==> src/rtl/id_ex_stage.sv <==
// RV32I decode stage and ID/EX pipeline register with load-use hazard detection.
// Register-file read addresses are driven combinationally; everything consumed by EX is registered.
module id_ex_stage #(
  parameter int unsigned N = 32
) (
  input  logic         clk,
  input  logic         rst,
  input  logic         id_valid,
  input  logic [N-1:0] id_pc,
  input  logic [31:0]  id_inst,
  output logic [4:0]   rs1_addr,
  output logic [4:0]   rs2_addr,
  input  logic [N-1:0] rs1_data,
  input  logic [N-1:0] rs2_data,
  input  logic         flush,
  input  logic         hold,
  output logic         stall,
  output logic         ex_valid,
  output logic [N-1:0] ex_pc,
  output logic [N-1:0] ex_rs1_data,
  output logic [N-1:0] ex_rs2_data,
  output logic [N-1:0] ex_imm,
  output logic [4:0]   ex_rs1,
  output logic [4:0]   ex_rs2,
  output logic [4:0]   ex_rd,
  output logic [2:0]   ex_funct3,
  output logic         ex_funct7b5,
  output logic [6:0]   ex_opcode,
  output logic         ex_reg_write,
  output logic         ex_mem_read,
  output logic         ex_mem_write,
  output logic         ex_branch,
  output logic         ex_jump,
  output logic         ex_alu_src_imm,
  output logic         ex_illegal
);

  localparam logic [6:0] OpLui    = 7'b0110111;
  localparam logic [6:0] OpAuipc  = 7'b0010111;
  localparam logic [6:0] OpJal    = 7'b1101111;
  localparam logic [6:0] OpJalr   = 7'b1100111;
  localparam logic [6:0] OpBranch = 7'b1100011;
  localparam logic [6:0] OpLoad   = 7'b0000011;
  localparam logic [6:0] OpStore  = 7'b0100011;
  localparam logic [6:0] OpOpImm  = 7'b0010011;
  localparam logic [6:0] OpOp     = 7'b0110011;

  typedef struct packed {
    logic         valid;
    logic [N-1:0] pc;
    logic [N-1:0] rs1_data;
    logic [N-1:0] rs2_data;
    logic [N-1:0] imm;
    logic [4:0]   rs1;
    logic [4:0]   rs2;
    logic [4:0]   rd;
    logic [2:0]   funct3;
    logic         funct7b5;
    logic [6:0]   opcode;
    logic         reg_write;
    logic         mem_read;
    logic         mem_write;
    logic         branch;
    logic         jump;
    logic         alu_src_imm;
    logic         illegal;
  } ex_t;

  ex_t ex_q, ex_d, dec;
  logic        uses_rs1, uses_rs2, load_use;
  logic [31:0] imm32;
  logic [6:0]  opcode;

  assign opcode   = id_inst[6:0];
  assign rs1_addr = id_inst[19:15];
  assign rs2_addr = id_inst[24:20];

  always_comb begin
    imm32    = '0;
    uses_rs1 = 1'b0;
    uses_rs2 = 1'b0;
    dec          = '0;
    dec.valid    = 1'b1;
    dec.pc       = id_pc;
    dec.rs1_data = rs1_data;
    dec.rs2_data = rs2_data;
    dec.rs1      = rs1_addr;
    dec.rs2      = rs2_addr;
    dec.rd       = id_inst[11:7];
    dec.funct3   = id_inst[14:12];
    dec.funct7b5 = id_inst[30];
    dec.opcode   = opcode;
    case (opcode)
      OpLui, OpAuipc: begin
        dec.reg_write   = 1'b1;
        dec.alu_src_imm = 1'b1;
        imm32           = {id_inst[31:12], 12'b0};
      end
      OpJal: begin
        dec.reg_write   = 1'b1;
        dec.jump        = 1'b1;
        dec.alu_src_imm = 1'b1;
        imm32 = {{12{id_inst[31]}}, id_inst[19:12], id_inst[20], id_inst[30:21], 1'b0};
      end
      OpJalr: begin
        dec.reg_write   = 1'b1;
        dec.jump        = 1'b1;
        dec.alu_src_imm = 1'b1;
        uses_rs1        = 1'b1;
        imm32           = {{20{id_inst[31]}}, id_inst[31:20]};
      end
      OpBranch: begin
        dec.branch = 1'b1;
        uses_rs1   = 1'b1;
        uses_rs2   = 1'b1;
        imm32 = {{20{id_inst[31]}}, id_inst[7], id_inst[30:25], id_inst[11:8], 1'b0};
      end
      OpLoad, OpOpImm: begin
        dec.reg_write   = 1'b1;
        dec.mem_read    = (opcode == OpLoad);
        dec.alu_src_imm = 1'b1;
        uses_rs1        = 1'b1;
        imm32           = {{20{id_inst[31]}}, id_inst[31:20]};
      end
      OpStore: begin
        dec.mem_write   = 1'b1;
        dec.alu_src_imm = 1'b1;
        uses_rs1        = 1'b1;
        uses_rs2        = 1'b1;
        imm32           = {{20{id_inst[31]}}, id_inst[31:25], id_inst[11:7]};
      end
      OpOp: begin
        dec.reg_write = 1'b1;
        uses_rs1      = 1'b1;
        uses_rs2      = 1'b1;
      end
      default: begin
        dec.illegal = 1'b1;
        uses_rs1    = 1'b1;
      end
    endcase
    if (dec.rd == 5'd0) dec.reg_write = 1'b0;
    dec.imm = N'($signed(imm32));
  end

  assign load_use = id_valid & ex_q.valid & ex_q.mem_read & (ex_q.rd != 5'd0) &
                    ((uses_rs1 & (ex_q.rd == rs1_addr)) | (uses_rs2 & (ex_q.rd == rs2_addr)));
  assign stall    = load_use & ~flush & ~hold;

  // Bubble is the all-zero (reset) encoding of the EX register.
  always_comb begin
    ex_d = ex_q;
    if (flush)         ex_d = '0;
    else if (hold)     ex_d = ex_q;
    else if (load_use) ex_d = '0;
    else if (id_valid) ex_d = dec;
    else               ex_d = '0;
  end

  always_ff @(posedge clk or posedge rst) begin
    if (rst) ex_q <= '0;
    else     ex_q <= ex_d;
  end

  assign ex_valid       = ex_q.valid;
  assign ex_pc          = ex_q.pc;
  assign ex_rs1_data    = ex_q.rs1_data;
  assign ex_rs2_data    = ex_q.rs2_data;
  assign ex_imm         = ex_q.imm;
  assign ex_rs1         = ex_q.rs1;
  assign ex_rs2         = ex_q.rs2;
  assign ex_rd          = ex_q.rd;
  assign ex_funct3      = ex_q.funct3;
  assign ex_funct7b5    = ex_q.funct7b5;
  assign ex_opcode      = ex_q.opcode;
  assign ex_reg_write   = ex_q.reg_write;
  assign ex_mem_read    = ex_q.mem_read;
  assign ex_mem_write   = ex_q.mem_write;
  assign ex_branch      = ex_q.branch;
  assign ex_jump        = ex_q.jump;
  assign ex_alu_src_imm = ex_q.alu_src_imm;
  assign ex_illegal     = ex_q.illegal;

endmodule

==> config.mk <==
export PLATFORM = sky130hd
export DESIGN_NAME = id_ex_stage
export DESIGN_NICKNAME = d
export VERILOG_FILES = /design/src/rtl/id_ex_stage.sv
export SDC_FILE = /design/constraint.sdc
export NUM_CORES = 1
export LEC_CHECK = 0
export CORE_UTILIZATION = 44
export CTS_CLUSTER_DIAMETER = 60
export CTS_CLUSTER_SIZE = 12
export DETAILED_ROUTE_END_ITERATION = 12
export PLACE_DENSITY = 0.86
export SETUP_SLACK_MARGIN = 0.5
export SYNTH_ARGS = -nofsm -noshare
export SYNTH_HDL_FRONTEND = slang
export SYNTH_SLANG_ARGS = --single-unit
==> constraint.sdc <==
create_clock -name clk -period 11.45 [get_ports clk]
set_input_delay 1.145 -clock clk [delete_from_list [all_inputs] [get_ports clk]]
set_output_delay 1.145 -clock clk [all_outputs]
set_load 0.1 [all_outputs]
==> results.sh, run 1 <==
export IMPL_status="finished clean"
export IMPL_cp_cell_sequence="clkdlybuf4s50_1 > a21boi_0 > nand4_1 > nor4_1 > a31oi_1 > nor3_1 > clkdlybuf4s50_1"
export IMPL_clock_root_buffer="sky130_fd_sc_hd__clkbuf_16"
export IMPL_cp_slowest_cell="sky130_fd_sc_hd__clkdlybuf4s50_1"
export IMPL_cts_buffers_inserted=17
export IMPL_ys_flop_type="sky130_fd_sc_hd__dfrtp_1"
export IMPL_drive_above_1_share=0.0531
export IMPL_drt_vias_per_instance=5.65
export IMPL_cp_buffers_inverters=2
export IMPL_number_of_global_route_vias_before_repair=5331
export IMPL_place_area_um2=9430
export IMPL_die_area_um2=14900
export IMPL_yosysSeqAreaShare=0.638
export IMPL_ys_types=39
export IMPL_post_synth_mux_area_share=0.00177
export IMPL_crit_path_start_kind="input port"
export IMPL_internal_power_mw=1.03
export IMPL_commonest_cells_after_routing_fill_and_taps_aside="305 x sky130_fd_sc_hd__clkdlybuf4s50_1, 162 x sky130_fd_sc_hd__dfrtp_1, 157 x sky130_fd_sc_hd__a22o_1"
export IMPL_globalplace_congestion=0.870
export IMPL_io_pins=306
export IMPL_dr_total_vias=5275
export IMPL_share_seq_of_total_power=0.413
export IMPL_arrival_ps=4370
export IMPL_synth_enable_flop_cells=0
export IMPL_die_w_um=122
export IMPL_clockPowerShare=0.386
export IMPL_timing_max_cap_violations=0
export IMPL_first_pass_iters=5
export IMPL_syn_to_final_growth_pct=57.6
export IMPL_core_region_um2=14000
export IMPL_timing_worst_slew_pin_value_ps=1060
export IMPL_synth_top_family_by_area="compound AO/OA/AOI/OAI gates"
export IMPL_finalMaxSlewViolations=0
export IMPL_timing_critical_path_to_type="primary output"
export IMPL_htree_levels=4
export IMPL_hold_class="flip-flop to flip-flop"
export IMPL_global_route_usage_total=0.267
export IMPL_setup_tns_ps=0
export IMPL_combinationalPowerShare=0.201
export IMPL_synth_area_per_cell_um2=13.7
export IMPL_synth_top_area_share=0.638
export IMPL_portBuffers=305
export IMPL_report_final_setup_viol=0
export IMPL_antenna_found_initial=0
export IMPL_highest_clock_frequency_the_design_can_meet_mhz=181
export IMPL_most_area_hungry_cell_type_in_the_yosys_netlist="sky130_fd_sc_hd__dfrtp_1"
export IMPL_synth_area_top_cells="sky130_fd_sc_hd__dfrtp_1 64%, sky130_fd_sc_hd__a22o_1 22%, sky130_fd_sc_hd__a21o_1 2.4%"
export IMPL_floorplan_rows=43
export IMPL_final_min_clock_period_ps=5510
export IMPL_tritoncts="done"
export IMPL_critical_path_most_common_cell="sky130_fd_sc_hd__clkdlybuf4s50_1"
export IMPL_number_of_antenna_repair_diodes=0
export IMPL_ir_drop_v=0.0000829
export IMPL_synth_async_sr_flop_share=1.00
export IMPL_hpwl_after_detailed_placement_um=13800
export IMPL_overflow=0
export IMPL_post_cts_resized_instances=0
export IMPL_die_h_um=122
export IMPL_pwr_density_nw_per_um2=145
export IMPL_cts_hold_repair_buffers=0
export IMPL_switching_share=0.296
export IMPL_maximum_number_of_pins_on_one_net_before_global_route_repair=83
export IMPL_antenna_viol_nets_final=0
export IMPL_post_route_cell_area_um2=10000
export IMPL_synthAdderAreaFrac=0
export IMPL_path_class="input port to primary output"
export IMPL_wl_per_cell_um=21.0
export IMPL_post_synthesis_simple_gate_area_fraction=0.0305
export IMPL_nets=875
export IMPL_tritoncts_num_sinks=162
export IMPL_hold_viol=0
export IMPL_cellLeakagePower_nw=4.56
export IMPL_yosys_warnings=0
export IMPL_slowest_delay_ps=1170
export IMPL_first_iter_violations=458
export IMPL_wirelength_um=19600
export IMPL_synth_net_count=598
export IMPL_period_share=0.481
export IMPL_mostFrequentLayoutCell="sky130_fd_sc_hd__clkdlybuf4s50_1"
export IMPL_power_net_switching_mw=0.432
export IMPL_fill_cells=966
export IMPL_wire_length_of_the_first_global_routing_pass_um=29700
export IMPL_timing_critical_path_required_ps=10310
export IMPL_synth_compound_area_share=0.270
export IMPL_cp_top_family="buffers and inverters"
export IMPL_clk_path_buf_depth=2
export IMPL_floorplan_initialDensity=0.454
export IMPL_worst_path_max_fanout=13
export IMPL_netlist_area_um2=6360
export IMPL_setup_fix_buffers_added_after_clock_tree_synthesis=0
export IMPL_synth_cells=465
export IMPL_synth_seq_cells=162
export IMPL_clkLatencyLatePin_ps=420
export IMPL_worst_slew_margin_rel=0.288
export IMPL_yosys_area_share_xor_xnor=0.0138
export IMPL_grt_setup_unrepaired="false"
export IMPL_clock_skew_final_ps=7.81
export IMPL_drc=0
export IMPL_cts_clk_slew_worst_paths_ps=60
power groups by stage:
stage / Sequential [mW] / Clock (mW) / Combinational, mW
3_3_place_gp: 0.610 / 0 / 0.291
4_1_cts: 0.601 / 0.573 / 0.295
5_1_grt: 0.603 / 0.599 / 0.305
6_report: 0.601 / 0.562 / 0.293
2_1_floorplan: 0.736 / 0 / 0.0648
3_5_place_dp: 0.611 / 0 / 0.294
state kept, by name (all words and copies together) (netlist names):
name,count
ex_rs1,5
ex_rs1_data,32
ex_jump,1
ex_opcode,7
ex_illegal,1
ex_rd,5
ex_pc,32
ex_rs2_data,32
ex_imm,32
ex_branch,1
ex_valid,1
ex_mem_read,1
ex_funct3,3
ex_funct7b5,1
ex_reg_write,1
ex_alu_src_imm,1
ex_mem_write,1
ex_rs2,5
per-layer routing:
metal  vias to the layer above  share of wire  global-route usage  routed length [µm]
li1                       2337              -                   -                   -
met1                      2625           0.40               0.326                7770
met2                       274           0.49               0.437                9660
met3                        39          0.084              0.0819                1640
met4                         0          0.027               0.113                 539
met5                         -              0                   0                   0
path summary, 6_finish.rpt:
kind	start	endpoint	slack, ps	cells past startpoint
max	id_inst[6]	stall	5940	7
min	ex_imm[6]	ex_imm[6]	490	1
max reg2reg	ex_rd[1]	ex_imm[10]	8300	6
min reg2reg	ex_imm[6]	ex_imm[6]	490	1
max in group asynchronous	rst	ex_rs2_data[29]	8710	3
min in group asynchronous	rst	ex_rs1_data[12]	1230	2
synthesized netlist by cell type (all sizes together) (2+ instances only):
| cell type | instances |
|---|---|
| nor3 | 3 |
| nor4 | 3 |
| or3 | 2 |
| nand3 | 3 |
| a32o | 9 |
| o21ai | 3 |
| nor2b | 2 |
| a21o | 20 |
| nand2 | 6 |
| a22o | 157 |
| nor2 | 10 |
| clkbuf | 25 |
| xor2 | 2 |
| dfrtp | 162 |
| xnor2 | 8 |
| buf | 28 |
| inv | 3 |
cells by family after synthesis:
group	Yosys count
AOI/OAI and AO/OA	200
xor gates and xnor gates	10
buffers and inverters	56
DFF	162
muxes	1
and+or+nand+nor	36
through the flow:
step	cells	setup WS [ps]	total power, mW	hold WS (ps)	util
after floorplan	465	5930	0.801	1060	-
after global placement	903	6150	0.901	478	0.674
after detailed placement	903	6060	0.905	480	0.674
after CTS	934	6010	1.47	493	0.716
after global routing	934	5880	1.51	507	0.716
final	934	5940	1.46	494	0.716
area by class of cell:
| cell class | count | area [µm²] | area share |
|---|---|---|---|
| clock buffer | 21 | 450 | 0.0450 |
| clock inverter | 10 | 135 | 0.0135 |
| inverter | 3 | 16.3 | 0.00162 |
| multi-input combinational | 247 | 2040 | 0.203 |
| sequential | 162 | 4050 | 0.405 |
| tap | 180 | 225 | 0.0225 |
| timing repair buffer | 311 | 3100 | 0.309 |
(Power assumes the default switching activity.)
==> inputs of run 2 (changes only) <==
--- a/config.mk
+++ b/config.mk
@@ -5,11 +5,11 @@
 export SDC_FILE = /design/constraint.sdc
 export NUM_CORES = 1
 export LEC_CHECK = 0
-export CORE_UTILIZATION = 44
+export CORE_UTILIZATION = 41
 export CTS_CLUSTER_DIAMETER = 60
 export CTS_CLUSTER_SIZE = 12
 export DETAILED_ROUTE_END_ITERATION = 12
-export PLACE_DENSITY = 0.86
+export PLACE_DENSITY = 0.81
 export SETUP_SLACK_MARGIN = 0.5
 export SYNTH_ARGS = -nofsm -noshare
 export SYNTH_HDL_FRONTEND = slang
==> constraint.sdc (replaced) <==
create_clock -name clk -period 5.5 [get_ports clk]
set_input_delay 0.55 -clock clk [delete_from_list [all_inputs] [get_ports clk]]
set_output_delay 0.55 -clock clk [all_outputs]
set_load 0.1 [all_outputs]
==> results.sh, run 2 (same netlist as run 1, synthesis figures left out) <==
export IMPL_dr_total_vias=5307
export IMPL_hold_viol=0
export IMPL_wire_length_of_the_first_global_routing_pass_um=30600
export IMPL_clockPowerShare=0.396
export IMPL_wl_per_cell_um=20.7
export IMPL_hpwl_after_detailed_placement_um=13500
export IMPL_worst_path_max_fanout=8
export IMPL_timing_max_cap_violations=0
export IMPL_final_min_clock_period_ps=4200
export IMPL_use_met1=0.314
export IMPL_layout_area_seq_um2=4050
export IMPL_highest_clock_frequency_the_design_can_meet_mhz=238
export IMPL_grt_setup_unrepaired="false"
export IMPL_pwr_density_nw_per_um2=306
export IMPL_switching_share=0.304
export IMPL_overflow=0
export IMPL_io_pins=306
export IMPL_first_pass_iters=4
export IMPL_die_area_um2=16000
export IMPL_timing_final_ws_setup_ps=1300
export IMPL_crit_path_start_kind="input port"
export IMPL_floorplan_rows=45
export IMPL_internal_power_mw=2.15
export IMPL_timing_worst_slew_pin_value_ps=1130
export IMPL_portBuffers=305
export IMPL_cts_buffers_inserted=17
export IMPL_tritoncts_num_sinks=162
export IMPL_fill_cells=1068
export IMPL_path_class="input port to primary output"
export IMPL_period_share=0.764
export IMPL_ir_drop_v=0.000198
export IMPL_drive_above_1_share=0.0608
export IMPL_antenna_found_initial=0
export IMPL_area_of_combinational_cells_with_multiple_inputs_um2=2040
export IMPL_die_h_um=127
export IMPL_drc=0
export IMPL_report_final_setup_viol=0
export IMPL_htree_levels=4
export IMPL_mostFrequentLayoutCell="sky130_fd_sc_hd__clkdlybuf4s50_1"
export IMPL_post_cts_resized_instances=0
export IMPL_share_seq_of_total_power=0.405
export IMPL_arrival_ps=3650
export IMPL_worst_slew_margin_rel=0.247
export IMPL_nets=877
export IMPL_status="finished clean"
export IMPL_finalMaxSlewViolations=0
export IMPL_timing_critical_path_to_type="primary output"
export IMPL_combinationalPowerShare=0.199
export IMPL_maximum_number_of_pins_on_one_net_before_global_route_repair=135
export IMPL_core_region_um2=15100
export IMPL_power_net_switching_mw=0.939
export IMPL_wirelength_um=19600
export IMPL_setup_fix_buffers_added_after_clock_tree_synthesis=0
export IMPL_cts_clk_slew_worst_paths_ps=60
export IMPL_clock_root_buffer="sky130_fd_sc_hd__clkbuf_16"
export IMPL_met2_usage=0.412
export IMPL_busiest_layer="met2"
export IMPL_syn_to_final_growth_pct=58.6
export IMPL_grtUsageMet3=0.0590
export IMPL_die_w_um=127
export IMPL_hold_class="flip-flop to flip-flop"
export IMPL_cellLeakagePower_nw=4.59
export IMPL_global_route_usage_total=0.248
export IMPL_drt_vias_per_instance=5.62
export IMPL_commonest_cells_after_routing_fill_and_taps_aside="305 x sky130_fd_sc_hd__clkdlybuf4s50_1, 162 x sky130_fd_sc_hd__dfrtp_1, 157 x sky130_fd_sc_hd__a22o_1"
export IMPL_floorplan_initialDensity=0.420
export IMPL_antenna_viol_nets_final=0
export IMPL_first_iter_violations=331
export IMPL_cts_hold_repair_buffers=0
export IMPL_post_place_setup_slack_ps=1360
export IMPL_clk_path_buf_depth=2
export IMPL_tritoncts="done"
export IMPL_number_of_antenna_repair_diodes=0
export IMPL_clock_skew_final_ps=8.39
export IMPL_setup_tns_ps=0
export IMPL_globalplace_congestion=0.893
export IMPL_number_of_global_route_vias_before_repair=5440
export IMPL_timing_critical_path_required_ps=4950
export IMPL_clkLatencyLatePin_ps=410
-- run 2: changes by cell type in the layout (fill, tap and decap cells not counted), sizes merged --
cell,change
buf,+2
inv,+5
clkinvlp,-1
clkbuf,-3
-- run 2: worst paths after layout --
kind	from	depth (start not counted)	end	slack (ps)
setup / recovery	id_inst[3]	6	stall	1300
hold / removal	ex_imm[10]	1	ex_imm[10]	490
setup reg to reg	ex_rd[2]	6	ex_imm[5]	2820
hold reg to reg	ex_imm[10]	1	ex_imm[10]	490
max in group asynchronous	rst	3	ex_rs2_data[22]	3800
min in group asynchronous	rst	2	ex_rs2_data[28]	530
-- run 2: layer usage --
layer  vias up  wire length, µm
met5         -                0
met4         0              432
met3        31             1380
met2       256             9690
met1      2679             8050
li1       2341                -
-- run 2: final cells by class --
class | instances | share of cell area
Clock buffer | 18 | 0.0436
Tap cell | 188 | 0.0233
Inverter | 3 | 0.00161
Timing Repair Buffer | 313 | 0.310
Sequential cell | 162 | 0.402
Multi-Input combinational cell | 247 | 0.202
Clock inverter | 14 | 0.0174
-- run 2: per-stage QoR --
stage	hold slack, ps	area, µm²	total power, mW	util	instances
floorplan	683	6360	1.67	-	465
global placement	478	9470	1.88	0.625	913
detailed placement	483	9470	1.88	0.625	913
CTS	496	10100	3.11	0.666	945
global route	516	10100	3.19	0.666	945
finish	493	10100	3.09	0.666	945
-- run 2: worst max-delay path, cell delays in order --
cell	delay [ps]
sky130_fd_sc_hd__clkdlybuf4s50_1	580
sky130_fd_sc_hd__nand4bb_1	410
sky130_fd_sc_hd__nor4_1	620
sky130_fd_sc_hd__a31oi_1	120
sky130_fd_sc_hd__nor3_1	200
sky130_fd_sc_hd__clkdlybuf4s50_1	1170
-- run 2: power by group through the flow --
| stage | Clock (mW) | Sequential (mW) | Combinational (mW) |
|---|---|---|---|
| after floorplan | 0 | 1.53 | 0.135 |
| after global placement | 0 | 1.27 | 0.607 |
| after detailed placement | 0 | 1.27 | 0.613 |
| after CTS | 1.25 | 1.25 | 0.616 |
| after global routing | 1.30 | 1.25 | 0.636 |
| final | 1.22 | 1.25 | 0.613 |
